==> src/rtl/pipeline_ctrl.sv <==
// Hazard and sequencing controller for the 5-stage pipeline: per-stage enables/flushes for
// load-use, taken branches, multi-cycle EX ops and data-memory waits, plus a stall counter.
module pipeline_ctrl #(
  parameter int unsigned MC_CYCLES   = 4,
  parameter int unsigned STALL_CNT_W = 16
) (
  input  logic                   clk_en,
  input  logic                   rst,
  input  logic [4:0]             i_id_rs1,
  input  logic [4:0]             i_id_rs2,
  input  logic                   i_id_uses_rs1,
  input  logic                   i_id_uses_rs2,
  input  logic [4:0]             i_ex_rd,
  input  logic                   i_ex_is_load,
  input  logic                   i_ex_multicycle,
  input  logic                   i_ex_branch_taken,
  input  logic                   i_mem_req,
  input  logic                   i_mem_ready,
  output logic                   o_pc_en,
  output logic                   o_if_id_en,
  output logic                   o_id_ex_en,
  output logic                   o_ex_mem_en,
  output logic                   o_mem_wb_en,
  output logic                   o_if_id_flush,
  output logic                   o_id_ex_flush,
  output logic                   o_ex_mem_flush,
  output logic                   o_busy,
  output logic [STALL_CNT_W-1:0] o_stall_cnt
);

  localparam int unsigned McW = (MC_CYCLES > 1) ? $clog2(MC_CYCLES) : 1;
  localparam logic [McW-1:0] McLast = McW'(MC_CYCLES - 1);

  typedef enum logic {StRun, StMcBusy} state_e;

  state_e                 r_state, w_state_nxt;
  logic [McW-1:0]         r_mc_cnt, w_mc_cnt_nxt;
  logic [STALL_CNT_W-1:0] r_stall_cnt;

  logic w_mem_stall, w_load_use;
  logic [7:0] w_ctl;  // {pc, if_id, id_ex, ex_mem, mem_wb, if_id_fl, id_ex_fl, ex_mem_fl}

  localparam logic [7:0] CtlDefault = 8'b11111_000;
  localparam logic [7:0] CtlBubble  = 8'b00011_001;
  localparam logic [7:0] CtlBranch  = 8'b11111_110;
  localparam logic [7:0] CtlLoadUse = 8'b00111_010;

  assign w_mem_stall = i_mem_req & ~i_mem_ready;
  assign w_load_use  = i_ex_is_load & (i_ex_rd != 5'd0) &
                       ((i_id_uses_rs1 & (i_id_rs1 == i_ex_rd)) |
                        (i_id_uses_rs2 & (i_id_rs2 == i_ex_rd)));

  always_comb begin
    w_ctl        = CtlDefault;
    w_state_nxt  = r_state;
    w_mc_cnt_nxt = r_mc_cnt;
    if (!rst) begin
      w_ctl = '0;
    end else if (w_mem_stall) begin
      w_ctl = '0;
    end else if (r_state == StMcBusy) begin
      if (r_mc_cnt != McLast) begin
        w_ctl        = CtlBubble;
        w_mc_cnt_nxt = r_mc_cnt + 1'b1;
      end else begin
        w_state_nxt  = StRun;
        w_mc_cnt_nxt = '0;
      end
    end else if (i_ex_multicycle) begin
      w_ctl        = CtlBubble;
      w_state_nxt  = StMcBusy;
      w_mc_cnt_nxt = McW'(1);
    end else if (i_ex_branch_taken) begin
      // Branch wins over load-use: the ID instruction is on the wrong path anyway.
      w_ctl = CtlBranch;
    end else if (w_load_use) begin
      w_ctl = CtlLoadUse;
    end
  end

  always_ff @(posedge clk_en or negedge rst) begin
    if (!rst) begin
      r_state     <= StRun;
      r_mc_cnt    <= '0;
      r_stall_cnt <= '0;
    end else begin
      r_state  <= w_state_nxt;
      r_mc_cnt <= w_mc_cnt_nxt;
      if (!w_ctl[7] && (r_stall_cnt != {STALL_CNT_W{1'b1}})) begin
        r_stall_cnt <= r_stall_cnt + 1'b1;
      end
    end
  end

  assign {o_pc_en, o_if_id_en, o_id_ex_en, o_ex_mem_en, o_mem_wb_en,
          o_if_id_flush, o_id_ex_flush, o_ex_mem_flush} = w_ctl;
  assign o_busy      = rst & (r_state == StMcBusy);
  assign o_stall_cnt = r_stall_cnt;

endmodule

==> config.mk <==
export PLATFORM = sky130hd
export DESIGN_NAME = pipeline_ctrl
export DESIGN_NICKNAME = d
export VERILOG_FILES = /design/src/rtl/pipeline_ctrl.sv
export SDC_FILE = /design/constraint.sdc
export NUM_CORES = 1
export LEC_CHECK = 0
export ABC_CLOCK_PERIOD_IN_PS = 2710
export BUFFER_PORTS_ARGS = -buffer_cell sky130_fd_sc_hd__buf_2
export CAP_MARGIN = 20
export CORE_AREA = 2 2 57 59
export CTS_BUF_LIST = sky130_fd_sc_hd__clkbuf_4
export DETAILED_ROUTE_END_ITERATION = 16
export DIE_AREA = 0 0 59 61
export PLACE_DENSITY_LB_ADDON = 0.3
export SLEW_MARGIN = 0
export SYNTH_ARGS = -nofsm -noshare
export SYNTH_HDL_FRONTEND = slang
export SYNTH_SLANG_ARGS = --single-unit
==> constraint.sdc <==
create_clock -name clk_en -period 2.71 [get_ports clk_en]
set_clock_uncertainty 0.15 [all_clocks]
set_input_delay 0.271 -clock clk_en [delete_from_list [all_inputs] [get_ports clk_en]]
set_output_delay 0.271 -clock clk_en [all_outputs]
set_load 0.02 [all_outputs]
==> key figures, run 1 <==
Routing
  – Routed met2 length: 1210 µm
  – Final wirelength: roughly 2500 µm
  – Drt first-iter violations: 17
  – Top sig layer: met4
  – DR pass1 iterations: 3
  – M1 WL: approximately 1100 µm
  – Via/cell ratio: 5.04
  – Routed len/inst: around 12 µm
  – Via count: around 1000
  – DRC Markers: 0
  – DRT antenna net count: 0
  – WL met3: 164 µm

Synthesis
  – Synth cell types: 36
  – Dominant synthesized flop cell: dfrtp_1
  – Yosys Warn Count: 0
  – Register area share after synthesis: a little over two fifths
  – Post-synth EDFFs: 0
  – Post-Syn Area per Cell: 9.74 µm²
  – Synth Net Count: ~140
  – Synth Instances: 117
  – Async SR Flop Fraction: between 90% and 100%
  – Post-synthesis register bit count: 19
  – Post-Syn Area: 1140 µm²

STA
  – Slew of the pin with the lowest slew margin: around 0.48 ns
  – Total negative slack: 0 ns
  – Final hold violation count: 0
  – Max_slew headroom: approximately two thirds
  – Setup violations, final: 0
  – Period minus WS final: 2.47 ns
  – Fin crit share: roughly nine tenths
  – Worst hold slack: about 0.14 ns
  – Setup slack after layout: around 0.24 ns
  – RSZ-0062 raised after global routing: no
  – Final Slew Violations: 0
  – Max Clk Rate: between 400 and 500 MHz

Run status
  – Status: completed

Layout
  – Share of cells above drive strength 1: about 36%
  – Non-Filler Instances: between 150 and 200
  – Inserted Diodes: 0
  – Layout Nets: 193
  – Synth-to-Final Area Change: 25.2%
  – Final core occ: approximately half

Clock network
  – Clk_lat worst skew: 0.29 ns
  – CTS H-tree lvls: 1
  – Clk slew on worst S/H paths: 0.11 ns
  – TritonCTS clock tree: done
  – CTS resizes: 0
  – Cts bufs inserted: 3
  – Clk sinks: 19
  – CTS Root Cell: clkbuf_4
  – Clk buf depth: 2

Floorplan
  – Chip width: approximately 59 µm
  – IO Pins: about 50
  – Core area: around 3000 µm²
  – Die Y: between 60 and 70 µm
  – Die Area: roughly 3600 µm²
  – Initial Util: 38.6%
  – Row Count: 20

Critical path
  – Crit end category: flop
  – Critical path arrival: roughly 2.5 ns
  – CP peak stage delay: about 0.53 ns
  – Worst Path Required: roughly 2.8 ns
  – Startpoint class of the critical path: primary input
  – Worst-path cell with the longest stage delay: dlygate4sd3_1
  – CP top delay family: buffers and inverters
  – Crit path kind: primary input to flop
  – Crit-path cells: dlygate4sd3_1 > buf_2 > nand2_4 > inv_2 > a311oi_1 > a21oi_2 > a31o_4 > nor4_1 > xor2_1
  – Crit-path max FO: 21
  – Worst path bufs/invs: 3

Global route
  – Vias in the first global route: slightly above 900
  – Largest net degree at the start of global routing: 22
  – Grt ovf: 0
  – Antenna violations before repair: 0
  – First-pass GRT wire length: 3970 µm
  – Total Routing Usage GR: ~14%

Power and ir drop
  – VDD IR max: 531 µV
  – Pwr/cell area: 962 nW/µm²
  – Lkg Pwr: just under 0.7 nW

Run
  – Number of max-cap violations: 0

Place
  – Dpl cells: ~190
  – PortBufs: between 40 and 50
  – Dpl hpwl: roughly 2000 µm
  – GP Congestion: about 0.73
  – Dpl ws: between 0.4 and 0.5 ns

Hold path
  – Min-delay worst type: primary input to flop
==> where the power goes <==
group / internal (mW) / switching [mW]
Sequential: 0.412 / 0.151
Combinational: 0.268 / 0.401
Clock: 0.0549 / 0.0855
==> kinds of logic after synthesis <==
group                    after synthesis  share of synthesized area (%)
AND/OR/NAND/NOR                       45                           21.1
multiplexers                           2                           1.87
AO/OA/AOI/OAI                         14                           9.66
flip-flops                            19                           41.7
XOR/XNOR                              24                           18.4
adder cells (fa/ha/maj)                2                           2.20
buffers and inverters                 11                           5.05
==> layout by cell type, fill, tap and decap left out, drive strengths merged <==
cell type / instances
buf: 48
dfrtp: 19
xnor2: 13
xor2: 11
nor2: 10
nand2: 8
nor3: 7
inv: 7
nand4: 4
nand3: 4
a21oi: 4
and3: 3
nor4: 3
clkbuf: 3
o21ai: 3
ha: 2
nand2b: 1
mux2i: 1
or4: 1
o22ai: 1
and2b: 1
o211a: 1
a311oi: 1
and2: 1
a32o: 1
or2: 1
a31o: 1
nor2b: 1
mux2: 1
a32oi: 1
a31oi: 1
clkinv: 1
dlygate4sd3: 1
==> synth_stat cells, types with 2 or more instances <==
master / instances / share of area [%]
inv_1: 6 / 2.0
and3_1: 3 / 1.6
nand4_1: 4 / 2.2
o21ai_0: 2 / 0.88
nand3_1: 4 / 1.8
nand2_1: 7 / 2.3
xnor2_1: 13 / 10
nor4_1: 3 / 1.6
nor2_1: 10 / 3.3
nor3_1: 7 / 3.1
buf_4: 2 / 1.3
dfrtp_1: 19 / 42
a21oi_1: 3 / 1.3
xor2_1: 11 / 8.5
ha_1: 2 / 2.2
==> sequential cells by signal, summed over array words and instances, names as in the netlist <==
| signal | flops |
|---|---|
| o_stall_cnt | 16 |
| r_state | 1 |
| r_mc_cnt | 2 |
==> layout make-up <==
type	count	area, µm²
Multi-Input combinational cell	87	607
Clock inverter	1	5.00
Clock buffer	3	22.5
Fill cell	304	1530
Inverter	7	26.3
Tap cell	33	41.3
Sequential cell	19	475
Timing Repair Buffer	49	250
==> per-stage QoR <==
stage / area, µm² / power [mW]
final: 1430 / 1.37
after global routing: 1430 / 1.49
after CTS: 1430 / 1.39
after detailed placement: 1390 / 1.24
after global placement: 1390 / 1.22
after floorplan: 1140 / 1.02
==> worst reg2reg max path, delay by kind of cell (launching register included) <==
family / cells / cell delay [ns]
AOI/OAI and AO/OA: 3 / 0.75
xor gates and xnor gates: 1 / 0.17
adders and majority gates: 1 / 0.26
DFF: 1 / 0.44
and+or+nand+nor: 1 / 0.32
==> worst paths after layout <==
kind                                                  start                          end  slack [ns]  cells after the start
worst max-delay path                                    rst   o_stall_cnt[9]$_DFFE_PN0P_        0.24                      9
worst min-delay path                        i_ex_multicycle          r_state$_DFFE_PN0P_        0.14                      3
worst max register to register      r_mc_cnt[0]$_DFFE_PN0P_   o_stall_cnt[9]$_DFFE_PN0P_        0.55                      6
worst min register to register  o_stall_cnt[15]$_DFFE_PN0P_  o_stall_cnt[15]$_DFFE_PN0P_        0.34                      1
max in group asynchronous                               rst   o_stall_cnt[7]$_DFFE_PN0P_        1.77                      2
min in group asynchronous                               rst      r_mc_cnt[0]$_DFFE_PN0P_        0.30                      2
==> per-layer routing <==
layer  global-route usage (%)  vias to the layer above
met3                     3.20                        2
met2                     24.9                       30
met4                     4.87                        0
li1                         -                      504
met1                     17.6                      467
met5                        0                        -
==> repair_timing <==
item,in CTS,in global routing
hold buffers,1,0
hold endpoints to repair,19,0
buffers inserted,0,0
(Power assumes the default switching activity.)
==> inputs of run 2 (changes only) <==
--- a/config.mk
+++ b/config.mk
@@ -13,6 +13,7 @@
 export DETAILED_ROUTE_END_ITERATION = 16
 export DIE_AREA = 0 0 59 61
 export PLACE_DENSITY_LB_ADDON = 0.3
+export RECOVER_POWER = 100
 export SLEW_MARGIN = 0
 export SYNTH_ARGS = -nofsm -noshare
 export SYNTH_HDL_FRONTEND = slang
==> key figures, run 2 (synthesis results as in run 1) <==
Global route
  – GRT met1 Usage: 17.6% (unchanged)
  – Met2 Usage GRT: 24.9% (unchanged)
  – Antenna violations before repair: 0 (unchanged)
  – Largest net degree at the start of global routing: 22 (unchanged)
  – Grt ovf: 0 (unchanged)
  – GRT busiest layer: met2
  – Total Routing Usage GR: 14.3% (unchanged)
  – Vias in the first global route: 911 (unchanged)
  – Met3 usage: 3.20% (unchanged)
  – First-pass GRT wire length: 3970 µm (unchanged)

STA
  – Max Clk Rate: 403 MHz (-0.50%)
  – Total negative slack: 0 ns (unchanged)
  – Max_slew headroom: 68.0% (about the same)
  – Setup violations, final: 0 (unchanged)
  – Final hold violation count: 0 (unchanged)
  – Slew of the pin with the lowest slew margin: 0.480 ns (+0.000409 ns)
  – Setup slack after layout: 0.229 ns (-0.0123 ns)
  – RSZ-0062 raised after global routing: no
  – Fin crit share: 91.6% (+0.45 points)
  – Final Slew Violations: 0 (unchanged)
  – Period minus WS final: 2.48 ns (+0.0123 ns)

Critical path
  – Crit-path max FO: 21 (unchanged)
  – Critical path arrival: 2.06 ns (-0.48 ns)
  – Crit path kind: primary input to primary output
  – Worst Path Required: 2.29 ns (-0.49 ns)
  – Startpoint class of the critical path: primary input
  – Crit end category: primary output

Floorplan
  – Die Y: 61 µm (unchanged)
  – Core area: 2950 µm² (unchanged)
  – Chip width: 59 µm (unchanged)
  – Row Count: 20 (unchanged)
  – Die Area: 3600 µm² (unchanged)
  – Initial Util: 38.6% (unchanged)
  – IO Pins: 49 (unchanged)

Routing
  – Final wirelength: 2480 µm (+0.16%)
  – Via count: 1007 (+0.40%)
  – Via/cell ratio: 5.06 (+0.40%)
  – Drt first-iter violations: 16 (-1)
  – DR pass1 iterations: 4 (+1)
  – DRT antenna net count: 0 (unchanged)
  – DRC Markers: 0 (unchanged)
  – Routed len/inst: 12.5 µm (+0.16%)

Layout
  – Share of cells above drive strength 1: 22.9% (-13 points)
  – Layout Nets: 193 (unchanged)
  – Most common cell after layout, fill and taps aside: buf_2
  – Most frequent cells in the layout: buf_2 (24), clkbuf_1 (22), dfrtp_1 (19)
  – Fillcell total: 313 (+3.0%)
  – Inserted Diodes: 0 (unchanged)
  – Largest register FFs: 16 (unchanged)
  – Synth-to-Final Area Change: 22.8%

Clock network
  – Clk sinks: 19 (unchanged)
  – Cts bufs inserted: 3 (unchanged)
  – Clk buf depth: 2 (unchanged)
  – Clk_lat worst skew: 0.29 ns (about the same)
  – CTS Root Cell: clkbuf_4
  – Clk slew on worst S/H paths: 0.11 ns (about the same)
  – TritonCTS clock tree: done
  – Post-CTS Setup Bufs: 0 (unchanged)
  – CTS H-tree lvls: 1 (unchanged)

Power and ir drop
  – Net Sw Frac: 47.7% (+1.2 points)
  – Sequential group share of total power: 42.1% (+1.1 points)
  – Clock Power Share: 10.5% (+0.3 points)
  – VDD IR max: 513 µV (-3.3%)
  – Combinational power share: 47.5% (-1.3 points)
  – Internal power: 0.703 mW (-4.3%)
  – Pwr/cell area: 960 nW/µm² (-0.14%)
  – Switching Power: 0.641 mW (+0.53%)
  – Lkg Pwr: 0.624 nW (-9.1%)

Run
  – Number of max-cap violations: 0 (unchanged)

Place
  – GP Congestion: 0.733 (unchanged)
  – Dpl ws: 0.448 ns (unchanged)
  – PortBufs: 48 (unchanged)
  – Dpl hpwl: 1960 µm (unchanged)

Hold path
  – Min-delay worst type: primary input to flop

Run status
  – Status: completed
==> run 2: layout make-up <==
class / count / area, µm² / share of cell area [%]
clock inverters: 1 / 5.00 / 0.357
clock buffers: 3 / 22.5 / 1.61
flip-flops and latches: 19 / 475 / 34.0
repair buffers: 49 / 223 / 15.9
multi-input cells: 87 / 607 / 43.3
well taps: 33 / 41.3 / 2.95
inverters: 7 / 26.3 / 1.88
==> run 2: worst max-delay path, cell delays in order <==
cell           delay, ns
dlygate4sd3_1       0.52
buf_2               0.41
nand2_4             0.09
inv_2               0.16
a311oi_1            0.13
a21oi_2             0.26
clkbuf_2            0.21
==> run 2: metrics by stage <==
step	util (%)	power [mW]	instances	hold slack, ns	instance area (µm²)
4_1_cts	48.3	1.39	199	0.133	1430
3_3_place_gp	47.1	1.22	194	0.106	1390
6_report	47.4	1.34	199	0.144	1400
3_5_place_dp	47.1	1.24	194	0.110	1390
2_1_floorplan	-	1.02	117	-0.175	1140
5_1_grt	47.4	1.46	199	0.173	1400
==> run 2: what timing repair did <==
item / CTS / global route
hold endpoints to repair: 19 / 0
resized for setup: 0 / 0
hold buffers: 1 / 0
==> run 2: worst paths after layout <==
path,cells after the start,end,slack [ns],start
setup / recovery,7,o_pc_en,0.23,rst
hold / removal,3,r_state$_DFFE_PN0P_,0.14,i_ex_multicycle
setup reg to reg,6,o_stall_cnt[9]$_DFFE_PN0P_,0.55,r_mc_cnt[0]$_DFFE_PN0P_
hold reg to reg,1,o_stall_cnt[15]$_DFFE_PN0P_,0.35,o_stall_cnt[15]$_DFFE_PN0P_
max in group asynchronous,2,o_stall_cnt[7]$_DFFE_PN0P_,1.77,rst
min in group asynchronous,2,r_mc_cnt[0]$_DFFE_PN0P_,0.30,rst
==> run 2: routing by layer <==
layer / vias up / part of all wire, %
li1: 504 / -
met1: 467 / 44
met2: 34 / 49
met3: 2 / 6.6
met4: 0 / 0.40
met5: - / 0
==> run 2: power groups by stage <==
| stage | Clock [mW] | Combinational (mW) | Sequential (mW) |
|---|---|---|---|
| 3_3_place_gp | 0 | 0.663 | 0.560 |
| 2_1_floorplan | 0 | 0.363 | 0.659 |
| 4_1_cts | 0.146 | 0.680 | 0.562 |
| 5_1_grt | 0.161 | 0.708 | 0.590 |
| 6_report | 0.141 | 0.638 | 0.566 |
| 3_5_place_dp | 0 | 0.675 | 0.566 |
==> inputs of run 3 (changes only) <==
--- a/config.mk
+++ b/config.mk
@@ -5,11 +5,11 @@
 export SDC_FILE = /design/constraint.sdc
 export NUM_CORES = 1
 export LEC_CHECK = 0
-export ABC_CLOCK_PERIOD_IN_PS = 2710
+export ABC_CLOCK_PERIOD_IN_PS = 3000
 export BUFFER_PORTS_ARGS = -buffer_cell sky130_fd_sc_hd__buf_2
 export CAP_MARGIN = 20
 export CORE_AREA = 2 2 57 59
-export CTS_BUF_LIST = sky130_fd_sc_hd__clkbuf_4
+export CTS_BUF_LIST = sky130_fd_sc_hd__clkbuf_4 sky130_fd_sc_hd__clkbuf_8
 export DETAILED_ROUTE_END_ITERATION = 16
 export DIE_AREA = 0 0 59 61
 export PLACE_DENSITY_LB_ADDON = 0.3
==> constraint.sdc (replaced) <==
create_clock -name clk_en -period 3 [get_ports clk_en]
set_clock_uncertainty 0.15 [all_clocks]
set_input_delay 0.3 -clock clk_en [delete_from_list [all_inputs] [get_ports clk_en]]
set_output_delay 0.3 -clock clk_en [all_outputs]
set_load 0.02 [all_outputs]
==> key figures, run 3 (synthesis results as in run 1) <==
Run status
  – Status: completed

STA
  – Slew of the pin with the lowest slew margin: 0.480 ns (+0.000256 ns)
  – Max_slew headroom: 68.0% (about the same)
  – Final Slew Violations: 0 (unchanged)
  – RSZ-0062 raised after global routing: no
  – Final hold violation count: 0 (unchanged)
  – Max Clk Rate: about 380 MHz
  – Setup violations, final: 0 (unchanged)
  – Period minus WS final: between 2 and 3 ns
  – Fin crit share: 87.5%
  – Worst hold slack: 0.174 ns (+0.0303 ns)
  – Total negative slack: 0 ns (unchanged)

Global route
  – Total Routing Usage GR: 14.3% (unchanged)
  – Grt ovf: 0 (unchanged)
  – First-pass GRT wire length: 3970 µm (unchanged)
  – Largest net degree at the start of global routing: 22 (unchanged)
  – Antenna violations before repair: 0 (unchanged)
  – Vias in the first global route: 911 (unchanged)

Place
  – Dpl cells: 194 (unchanged)
  – Dpl hpwl: 1960 µm (unchanged)
  – Post-DP Area: 1390 µm² (unchanged)
  – PortBufs: 48 (unchanged)
  – GP Congestion: 0.733 (unchanged)

Layout
  – Synth-to-Final Area Change: 22.8% (unchanged)
  – Most common cell after layout, fill and taps aside: buf_2
  – Share of cells above drive strength 1: 22.3% (-0.60 points)
  – Layout Nets: 193 (unchanged)
  – Largest register FFs: 16 (unchanged)
  – Inserted Diodes: 0 (unchanged)
  – Final core occ: 47.4% (unchanged)
  – Most frequent cells in the layout: buf_2 (26), clkbuf_1 (22), dfrtp_1 (19)
  – Non-Filler Instances: 199 (unchanged)
  – Finished Cell Area: 1400 µm² (unchanged)

Critical path
  – Worst Path Required: 2.55 ns (+0.26 ns)
  – Startpoint class of the critical path: primary input
  – Most used cell, CP: buf_2
  – Crit-path max FO: 21 (unchanged)
  – CP top delay family: buffers and inverters
  – Worst-path cell with the longest stage delay: dlygate4sd3_1
  – CP peak stage delay: 0.52 ns (about the same)
  – Crit path kind: primary input to primary output
  – Crit end category: primary output
  – Critical path arrival: 2.18 ns (+0.12 ns)
  – Worst path bufs/invs: 4 (unchanged)
  – Crit-path cells: dlygate4sd3_1 > buf_2 > nand2_4 > inv_1 > a311oi_1 > a21oi_2 > buf_2

Clock network
  – Clk sinks: 19 (unchanged)
  – Clk slew on worst S/H paths: 0.11 ns (about the same)
  – Cts bufs inserted: 3 (unchanged)
  – Post-CTS Setup Bufs: 0 (unchanged)
  – Hold-fix buffers, CTS: 1 (unchanged)
  – Clk buf depth: 2 (unchanged)
  – CTS H-tree lvls: 1 (unchanged)
  – CTS Root Cell: clkbuf_4
  – TritonCTS clock tree: done
  – CTS resizes: 0 (unchanged)
  – Clk_lat worst skew: 0.29 ns (about the same)

Routing
  – Via/cell ratio: 5.07 (+0.20%)
  – Via count: 1009 (+0.20%)
  – DRT antenna net count: 0 (unchanged)
  – DRC Markers: 0 (unchanged)
  – Routed len/inst: 12.5 µm (unchanged)
  – DR pass1 iterations: 4 (unchanged)
  – Final wirelength: 2480 µm (unchanged)
  – Drt first-iter violations: 16 (unchanged)

Floorplan
  – Initial Util: 38.6% (unchanged)
  – Core area: 2950 µm² (unchanged)
  – Row Count: 20 (unchanged)
  – Chip width: 59 µm (unchanged)
  – Die Y: 61 µm (unchanged)
  – IO Pins: 49 (unchanged)
  – Die Area: 3600 µm² (unchanged)

Run
  – Number of max-cap violations: 0 (unchanged)

Power and ir drop
  – VDD IR max: 464 µV (-9.7%)
  – Lkg Pwr: 0.627 nW (+0.47%)
  – Pwr/cell area: 867 nW/µm² (-9.7%)

Hold path
  – Min-delay worst type: primary input to flop
-- run 3: worst paths after layout --
kind                                             start                          end  depth (start not counted)  slack, ns
max reg2reg                    r_mc_cnt[0]$_DFFE_PN0P_   o_stall_cnt[9]$_DFFE_PN0P_                          6       0.84
min                                    i_ex_multicycle          r_state$_DFFE_PN0P_                          3       0.17
min in group asynchronous                          rst      r_mc_cnt[0]$_DFFE_PN0P_                          2       0.33
max                                                rst                      o_pc_en                          7       0.37
min reg2reg                o_stall_cnt[15]$_DFFE_PN0P_  o_stall_cnt[15]$_DFFE_PN0P_                          1       0.35
max in group asynchronous                          rst   o_stall_cnt[7]$_DFFE_PN0P_                          2       2.03
-- run 3: where the power goes --
part           internal [mW]  switching, mW
clock                 0.0496         0.0775
sequential             0.372          0.139
combinational          0.214          0.363
-- run 3: metal layers --
metal	wire length (µm)	vias to the layer above	part of all wire (%)	track usage, %
met3	168	2	6.8	3.20
met5	0	-	0	0
met1	1100	469	44	17.6
li1	-	504	-	-
met2	1210	34	49	24.9
met4	10	0	0.40	4.87
-- run 3: worst register-to-register path: cells and delay by family, from the launching register on --
| family | cells | cell delay (ns) |
|---|---|---|
| DFF | 1 | 0.44 |
| xor gates and xnor gates | 1 | 0.17 |
| adders and majority gates | 1 | 0.26 |
| AOI/OAI and AO/OA | 3 | 0.75 |
| and+or+nand+nor | 1 | 0.32 |
-- run 3: area by class of cell --
cell class | instances | area [µm²]
clock buffer | 3 | 22.5
clock inverter | 1 | 5.00
fill | 313 | 1550
inverter | 7 | 26.3
multi-input combinational | 87 | 607
sequential | 19 | 475
tap | 33 | 41.3
timing repair buffer | 49 | 223
-- run 3: per-stage QoR --
stage / total power, mW / setup slack, ns
2_1_floorplan: 0.923 / 0.731
3_3_place_gp: 1.10 / 0.756
3_5_place_dp: 1.12 / 0.709
4_1_cts: 1.25 / 0.430
5_1_grt: 1.32 / 0.188
6_report: 1.21 / 0.375
